$ cat src/rtl/branch_pkg.sv
// Shared types for the execute-stage branch resolver: operation encoding,
// branch condition codes and resolver FSM states.
package branch_pkg;

    typedef enum logic [1:0] {
        BR_NONE   = 2'd0,
        BR_BRANCH = 2'd1,
        BR_JAL    = 2'd2,
        BR_JALR   = 2'd3
    } br_op_t;

    localparam logic [2:0] F3_BEQ  = 3'b000;
    localparam logic [2:0] F3_BNE  = 3'b001;
    localparam logic [2:0] F3_BLT  = 3'b100;
    localparam logic [2:0] F3_BGE  = 3'b101;
    localparam logic [2:0] F3_BLTU = 3'b110;
    localparam logic [2:0] F3_BGEU = 3'b111;

    typedef enum logic {
        IDLE  = 1'b0,
        FLUSH = 1'b1
    } bru_state_t;

endpackage

$ cat src/rtl/branch_cmp.sv
// Combinational RV32I branch condition evaluator; codes 010/011 are not
// branches and report illegal instead of taken.
module branch_cmp
    import branch_pkg::*;
#(
    parameter int bits = 32
) (
    input  logic [bits-1:0] rs1_i,
    input  logic [bits-1:0] rs2_i,
    input  logic [2:0]      funct3_i,
    output logic            taken_o,
    output logic            illegal_o
);

    always_comb begin
        // NOTE: every output gets a default first so no path through the case infers a latch.
        taken_o   = 1'b0;
        illegal_o = 1'b0;
        case (funct3_i)
            F3_BEQ:  taken_o = (rs1_i == rs2_i);
            F3_BNE:  taken_o = (rs1_i != rs2_i);
            F3_BLT:  taken_o = ($signed(rs1_i) <  $signed(rs2_i));
            F3_BGE:  taken_o = ($signed(rs1_i) >= $signed(rs2_i));
            F3_BLTU: taken_o = (rs1_i <  rs2_i);
            F3_BGEU: taken_o = (rs1_i >= rs2_i);
            default: illegal_o = 1'b1;
        endcase
    end

endmodule

$ cat src/rtl/branch_resolve_unit.sv
// Execute-stage branch/jump resolver: registered fetch redirect (j, jPC),
// wrong-path squash for FLUSH_DEPTH cycles, and JAL/JALR link writeback.
module branch_resolve_unit
    import branch_pkg::*;
#(
    parameter int bits        = 32,
    parameter int FLUSH_DEPTH = 2
) (
    input  logic            clk,
    input  logic            rst,
    input  logic            valid_i,
    input  logic [1:0]      op_i,
    input  logic [2:0]      funct3_i,
    input  logic [bits-1:0] PC_i,
    input  logic [bits-1:0] NPC_i,
    input  logic [bits-1:0] rs1_i,
    input  logic [bits-1:0] rs2_i,
    input  logic [bits-1:0] imm_i,
    output logic            j,
    output logic [bits-1:0] jPC,
    output logic            flush,
    output logic            link_we,
    output logic [bits-1:0] link_o,
    output logic            misalign,
    output logic            illegal
);

    localparam int            CW       = $clog2(FLUSH_DEPTH + 1);
    localparam logic [CW-1:0] CNT_LOAD = CW'(FLUSH_DEPTH - 1);

    br_op_t          w_op;
    logic            w_cond_taken;
    logic            w_cond_illegal;
    logic [bits-1:0] w_sum;
    logic [bits-1:0] w_target;
    logic            w_is_jump;
    logic            w_is_branch;
    logic            w_accept;
    logic            w_taken;
    logic            w_redirect;
    logic            w_misalign;
    logic            w_illegal;
    logic            w_link;

    bru_state_t      r_state;
    bru_state_t      w_state_nxt;
    logic [CW-1:0]   r_cnt;
    logic [CW-1:0]   w_cnt_nxt;

    logic            r_j;
    logic [bits-1:0] r_jpc;
    logic            r_link_we;
    logic [bits-1:0] r_link;
    logic            r_misalign;
    logic            r_illegal;

    assign w_op = br_op_t'(op_i);

    branch_cmp #(.bits(bits)) u_cmp (
        .rs1_i     (rs1_i),
        .rs2_i     (rs2_i),
        .funct3_i  (funct3_i),
        .taken_o   (w_cond_taken),
        .illegal_o (w_cond_illegal)
    );

    // JALR clears bit 0 of the sum; bit 1 is what decides misalignment.
    assign w_sum    = ((w_op == BR_JALR) ? rs1_i : PC_i) + imm_i;
    assign w_target = (w_op == BR_JALR) ? {w_sum[bits-1:1], 1'b0} : w_sum;

    assign w_is_jump   = (w_op == BR_JAL) || (w_op == BR_JALR);
    assign w_is_branch = (w_op == BR_BRANCH);
    assign w_accept    = (r_state == IDLE) && valid_i && (w_op != BR_NONE);
    assign w_taken     = w_is_jump || (w_is_branch && w_cond_taken);
    assign w_redirect  = w_accept && w_taken && !w_target[1];
    assign w_misalign  = w_accept && w_taken &&  w_target[1];
    assign w_illegal   = w_accept && w_is_branch && w_cond_illegal;
    assign w_link      = w_redirect && w_is_jump;

    always_comb begin
        w_state_nxt = r_state;
        w_cnt_nxt   = r_cnt;
        case (r_state)
            IDLE: begin
                if (w_redirect) begin
                    w_state_nxt = FLUSH;
                    w_cnt_nxt   = CNT_LOAD;
                end
            end
            FLUSH: begin
                if (r_cnt == '0) begin
                    w_state_nxt = IDLE;
                end else begin
                    w_cnt_nxt = r_cnt - CW'(1);
                end
            end
            default: w_state_nxt = IDLE;
        endcase
    end

    always_ff @(posedge clk) begin
        // NOTE: sequential state uses non-blocking assignments so every flop samples pre-edge values.
        if (rst) begin
            r_state <= IDLE;
            r_cnt   <= '0;
        end else begin
            r_state <= w_state_nxt;
            r_cnt   <= w_cnt_nxt;
        end
    end

    always_ff @(posedge clk) begin
        if (rst) begin
            r_j        <= 1'b0;
            r_jpc      <= '0;
            r_link_we  <= 1'b0;
            r_link     <= '0;
            r_misalign <= 1'b0;
            r_illegal  <= 1'b0;
        end else begin
            r_j        <= w_redirect;
            r_link_we  <= w_link;
            r_misalign <= w_misalign;
            r_illegal  <= w_illegal;
            if (w_redirect) begin
                r_jpc <= w_target;
            end
            if (w_link) begin
                r_link <= NPC_i;
            end
        end
    end

    // flush is a pure decode of the state flop, so it is high exactly while in FLUSH.
    assign flush    = (r_state == FLUSH);
    assign j        = r_j;
    assign jPC      = r_jpc;
    assign link_we  = r_link_we;
    assign link_o   = r_link;
    assign misalign = r_misalign;
    assign illegal  = r_illegal;

endmodule

$ cat config.mk
export PLATFORM = sky130hd
export DESIGN_NAME = branch_resolve_unit
export DESIGN_NICKNAME = d
export VERILOG_FILES = /design/src/rtl/branch_pkg.sv /design/src/rtl/branch_cmp.sv /design/src/rtl/branch_resolve_unit.sv
export SDC_FILE = /design/constraint.sdc
export NUM_CORES = 1
export LEC_CHECK = 0
export CORE_MARGIN = 5
export CORE_UTILIZATION = 44
export CTS_BUF_LIST = sky130_fd_sc_hd__clkbuf_16
export CTS_CLUSTER_DIAMETER = 60
export DETAILED_ROUTE_END_ITERATION = 10
export PLACE_DENSITY = 0.86
export SLEW_MARGIN = 10
export SYNTH_ARGS = -nofsm -noshare
export SYNTH_HDL_FRONTEND = slang
export SYNTH_HIERARCHICAL = 1
export SYNTH_SLANG_ARGS = --single-unit
$ cat constraint.sdc
create_clock -name clk -period 3.8 [get_ports clk]
set_input_delay 0.38 -clock clk [delete_from_list [all_inputs] [get_ports clk]]
set_output_delay 0.38 -clock clk [all_outputs]
set_load 0.05 [all_outputs]
=== Yosys cells after proc, flatten, opt, wreduce, memory -nomap -nowiden ===
Cells that the tools add are included.

* Bits in latches: 0
* RAM bits: 0
* Output and inout port bits: 69
* Bits in read-only memories: 0
* Memories: 0
* Bits in registers: 71

* Reduce and logical (&&, ||, !) cells: 17
* Bitwise logic cells: 1
* Add/subtract/negate cells: 2
* Equal/unequal tests: 12
* $mul: 0
* Div/mod/pow operators: 0
* Mux-type cells: 10
* Order comparisons: 4
* Shifts and indexed selects: 0

{| class="wikitable"
|+ Operators with widths
! operator !! number
|-
| $ge 32x32->1 || 2
|-
| $lt 32x32->1 || 2
|-
| $add 32x32->32 || 1
|-
| $eq 32x32->1 || 1
|-
| $mux 32 || 1
|-
| $ne 32x32->1 || 1
|-
| $eq 3x3->1 const B || 4
|-
| $logic_and 1x1->1 || 9
|-
| $pmux 1 s6 || 1
|-
| $reduce_or 6->1 || 1
|-
| $eq 2x2->1 const B || 2
|-
| $mux 1 || 4
|-
| $mux 2 || 2
|-
| $ne 2x2->1 const B || 2
|-
| $pmux 2 s2 || 1
|-
| $eq 3x1->1 const B || 1
|-
| $logic_not 3->1 || 1
|-
| $eq 2x1->1 const B || 1
|-
| $logic_not 2->1 || 1
|-
| $logic_or 1x1->1 || 2
|-
| $pmux 1 s2 || 1
|-
| $reduce_and 2->1 || 1
|-
| $reduce_bool 2->1 || 1
|-
| $sub 2x1->2 const B || 1
|-
| other kinds (2) || 2
|}

=== Logic depth before layout (Yosys ltp) ===
* Depth in word-level cells: 8
* Depth in mapped cells: 16
* Depth with buffers taken out: 15

=== Cells and area by module ===
Netlist, hierarchy kept.

{| class="wikitable"
|+ Modules (own cells, without submodules)
! module !! area an instance (um^2) !! times used !! cells each
|-
| branch_resolve_unit || 4578.1 || 1 || 570
|-
| branch_cmp || 929.6 || 1 || 129
|}

=== Worst setup path before layout ===
OpenSTA, ideal clock, no wires.

* Path type: input to register
* Start: input port op_i[1]
* End: register r_jpc[29] (netlist: jPC[29])
* Stages: 12
* Slack: 576 ps
* Arrival: 3148 ps
* Data required time: 3725 ps
* Path through: nand2_1 buf_1 mux2_2 ha_1 buf_2 nand4_2 or4_1 a211oi_2 a211oi_2 a21oi_1 mux2_1 o22ai_1

* Longest elaborated chain between the ends: 5
* Elaborated cells between the ends (all ways): 13
* Those cells by class: 1 x add/sub; 3 x eq/ne; 1 x mux; 8 x reduce/logical

{| class="wikitable"
|+ Ends and longest elaborated chain
! element !! line !! source
|-
| start, declared || branch_resolve_unit.sv:12 || <nowiki>input logic [1:0] op_i,</nowiki>
|-
| $eq 2x2->1, or another cell as far along || branch_resolve_unit.sv:68, branch_resolve_unit.sv:71 ||
|-
| $mux 32, or another cell as far along || branch_resolve_unit.sv:68 || <nowiki>assign w_sum = ((w_op == BR_JALR) ? rs1_i : PC_i) + imm_i;</nowiki>
|-
| $add 32x32->32 / $logic_or 1x1->1 (equally long branches) || branch_resolve_unit.sv:68, branch_resolve_unit.sv:74 ||
|-
| $logic_not 1->1 / $logic_and 1x1->1 (equally long branches) || branch_resolve_unit.sv:75 || <nowiki>assign w_redirect = w_accept && w_taken && !w_target[1];</nowiki>
|-
| $logic_and 1x1->1 || branch_resolve_unit.sv:75 ||
|-
| end signal, assigned || branch_resolve_unit.sv:126 || <nowiki>r_jpc <= w_target;</nowiki>
|-
| end, declared || branch_resolve_unit.sv:51 || <nowiki>logic [bits-1:0] r_jpc;</nowiki>
|}

Several ways; a longest one is shown, not always the timed one.
A chain may end at the register's enable or synchronous reset.

=== Final worst setup path ===
* Start: input port op_i[0]
* End: register r_jpc[28] (netlist: jPC[28])

The elaborated chain is that of the path after synthesis.

==> impl_metrics.env <==
export IMPL_placed_area_um2=8410
export IMPL_finalCriticalPeriod_ns=3.61
export IMPL_cts_buffers=9
export IMPL_met1_usage_pct=27.8
export IMPL_ant_nets=0
export IMPL_fin_area_um2=8740
export IMPL_grt_met2_usage_pct=44.7
export IMPL_cp_depth=13
export IMPL_synth_edff_count=0
export IMPL_hold_violations=0
export IMPL_grt_total_usage_pct=24.5
export IMPL_cts_sinks=71
export IMPL_grt_overflow=0
export IMPL_synthArstFlopShare_pct=0
export IMPL_critPathLaunchType="input port"
export IMPL_cts_setup_buffers=0
export IMPL_outcome="completed"
export IMPL_dieArea_um2=14900
export IMPL_end_kind="flop"
export IMPL_synth_simple_area_share_pct=19.5
export IMPL_wl_per_cell_um=16.5
export IMPL_port_buffers=236
export IMPL_initial_utilization_pct=45.3
export IMPL_yosysSeqAreaShare_pct=25.8
export IMPL_drc=0
export IMPL_cts_tree="built"
export IMPL_fin_nets=1208
export IMPL_grt_pass1_wl_mm=29.2
export IMPL_synth_adder_area_share_pct=15.6
export IMPL_clockBufferDepth=2
export IMPL_hold_class="flop to flop"
export IMPL_slew_headroom_pct=58.5
export IMPL_drt_iter0_markers=382
export IMPL_finalClockSkew_ns=0.00534
export IMPL_tightest_slew_ns=0.620
export IMPL_synth_xor_area_share_pct=3.18
export IMPL_final_core_util_pct=71.9
export IMPL_mostFrequentLayoutCell="clkdlybuf4s50_1"
export IMPL_core_um2=12200
export IMPL_ioPinCount=237
export IMPL_diodes=0
export IMPL_final_cell_mix="clkdlybuf4s50_1, nand2_1, a21oi_1"
export IMPL_powerDensity_nw_per_um2=327
export IMPL_max_freq_mhz=277
export IMPL_worstSetupPathType="input port to flop"
export IMPL_critPathRequiredTime_ns=4.00
export IMPL_crit_path_max_fanout=24
export IMPL_cp_data_arrival_time_ns=3.81
export IMPL_place_hpwl_mm=16.0
export IMPL_gr_usage_met3_pct=6.27
export IMPL_grt_max_degree=31
export IMPL_synth_compound_area_share_pct=24.1
export IMPL_clock_latency_ns=0.33
export IMPL_critical_path_top_delay_family="compound AO/OA/AOI/OAI gates"
export IMPL_maxSlewViolCount=0
export IMPL_slowest_delay_ns=0.50
export IMPL_ys_warn_count=6
export IMPL_yosys_mux_area_fraction_pct=6.91
export IMPL_synth_seq_cells=71
export IMPL_synthesis_nets=935
export IMPL_finalWirelength_mm=18.9
export IMPL_firstDrtPassIters=5
export IMPL_vdd_drop_max_mv=0.210
export IMPL_antenna_found_initial=0
export IMPL_grt_busiest_layer="met2"
export IMPL_synth_cell_type_count=71
export IMPL_hold_path_depth=2
export IMPL_synth_top_family_by_area="compound AO/OA/AOI/OAI gates"
export IMPL_via_per_inst=5.41
export IMPL_syn_area_um2=5510
export IMPL_ys_flop_type="dfxtp_1"
export IMPL_critPathBufInv=3
export IMPL_die_x_um=122
export IMPL_cts_root_buffer="clkbuf_16"
export IMPL_place_congestion=0.959
export IMPL_cts_hold_buffers=0
export IMPL_cp_cell_sequence="clkdlybuf4s50_1 -> nand2_1 -> buf_12 -> mux2_2 -> ha_1 -> buf_4 -> a21oi_1 -> o21ai_0 -> nand2b_1 -> o31ai_1 -> nor3_1 -> o2111ai_1 -> o311ai_2"
export IMPL_finalSetupViolCount=0
export IMPL_cts_clk_slew_worst_paths_ns=0.06
export IMPL_area_growth_pct=58.8
export IMPL_rows=40
export IMPL_synthCells=699
export IMPL_rsz0062_at_grt="no"
export IMPL_syn_area_per_cell_um2=7.88
export IMPL_grt_pass1_vias=6234
export IMPL_die_y_um=122
export IMPL_finalCritPeriodShare_pct=94.9
export IMPL_vias=6195
export IMPL_p_leak_nw=3.62
export IMPL_r2r_cells=5
export IMPL_drive_gt1_share_pct=11.9
export IMPL_cpMaxStageDelayCell="o31ai_1"
export IMPL_drv_cap=0
export IMPL_ctsHtreeMaxLevel=3
==> sequential cells by signal (all words and copies together) (netlist names) <==
name and cells:
link_o 32, misalign 1, link_we 1, illegal 1, flush 1, jPC 32, j 1, r_cnt 2
==> power by group <==
group          leakage (nW)  switching, mW  internal (mW)
Combinational          2.88          0.613          0.529
Clock                 0.155          0.325          0.576
Sequential            0.577         0.0251          0.792
Total                  3.62          0.963           1.90
==> worst reg2reg max path: stages (launching register included) <==
cell and delay [ns]:
dfxtp_1 0.35, and4bb_2 0.34, nand2b_1 0.13, buf_4 0.18, or3_1 0.32, o311ai_2 0.22
==> cells in the mapped netlist, types with 2 or more instances <==
cell type | instances | area share [%]
a211o_1 | 3 | 0.48
a211oi_1 | 6 | 0.82
a211oi_2 | 2 | 0.45
a21boi_0 | 3 | 0.41
a21o_1 | 16 | 2.2
a21oi_1 | 97 | 8.8
a22o_1 | 2 | 0.32
a31oi_1 | 4 | 0.45
a32o_1 | 3 | 0.55
and2_1 | 3 | 0.34
and3_1 | 3 | 0.34
buf_1 | 4 | 0.27
clkbuf_1 | 22 | 1.5
dfxtp_1 | 71 | 26
ha_1 | 67 | 15
inv_1 | 45 | 3.1
mux2_2 | 31 | 6.3
mux2i_1 | 2 | 0.36
nand2_1 | 122 | 8.3
nand2b_1 | 6 | 0.68
nand3_1 | 12 | 1.1
nand3b_1 | 2 | 0.27
nand4_1 | 16 | 1.8
nor2_1 | 25 | 1.7
nor2b_1 | 4 | 0.45
nor3_1 | 10 | 0.91
nor4_1 | 3 | 0.34
o2111ai_1 | 2 | 0.32
o211ai_1 | 3 | 0.41
o21a_1 | 6 | 0.82
o21ai_0 | 22 | 2.0
o21ai_1 | 10 | 0.91
o21bai_1 | 6 | 0.82
o221ai_1 | 2 | 0.32
o22ai_1 | 2 | 0.23
o311a_1 | 2 | 0.36
o311ai_1 | 2 | 0.32
or3_1 | 7 | 0.80
xnor2_1 | 10 | 1.6
xor2_1 | 10 | 1.6
==> cell type report <==
class	instances	area, um^2
Multi-Input combinational cell	556	3830
Tap cell	168	210
Clock buffer	9	225
Timing Repair Buffer	289	2790
Clock inverter	7	93.8
Inverter	45	169
Fill cell	984	3420
Sequential cell	71	1420
==> stage by stage <==
stage | total power, mW | cells | TNS [ns] | hold WS, ns | setup WS, ns
final | 2.86 | 1145 | 0 | 0.452 | 0.192
after floorplan | 1.48 | 699 | 0 | 0.457 | 0.576
after global placement | 1.94 | 1129 | 0 | 0.432 | 0.00704
after CTS | 2.86 | 1145 | 0 | 0.453 | 0.209
after global routing | 3.01 | 1145 | 0 | 0.474 | 0.0216
after detailed placement | 1.96 | 1129 | -0.542 | 0.445 | -0.119
==> worst paths after layout <==
check | from | to | slack [ns]
max | op_i[0] | jPC[28] | 0.19
max reg2reg | flush | jPC[28] | 2.17
min reg2reg | jPC[24] | jPC[24] | 0.45
min | jPC[24] | jPC[24] | 0.45
==> what timing repair did <==
item,in CTS,in global routing
setup endpoints to repair,0,3
hold endpoints to repair,0,0
resized for setup,0,3
==> metal layers <==
metal  vias to the layer above  share of wire (%)
li1                       3069                  -
met1                      2802                 38
met2                       283                 50
met3                        41                9.6
met4                         0                2.3
met5                         -                  0
==> cells by family after synthesis <==
| family | count (synthesis) |
|---|---|
| fa+ha+maj | 68 |
| buf+inv | 72 |
| simple gates | 225 |
| flops | 71 |
| xor+xnor | 20 |
| mux | 34 |
| compound gates | 209 |
Power figures use the tool's default switching activity.
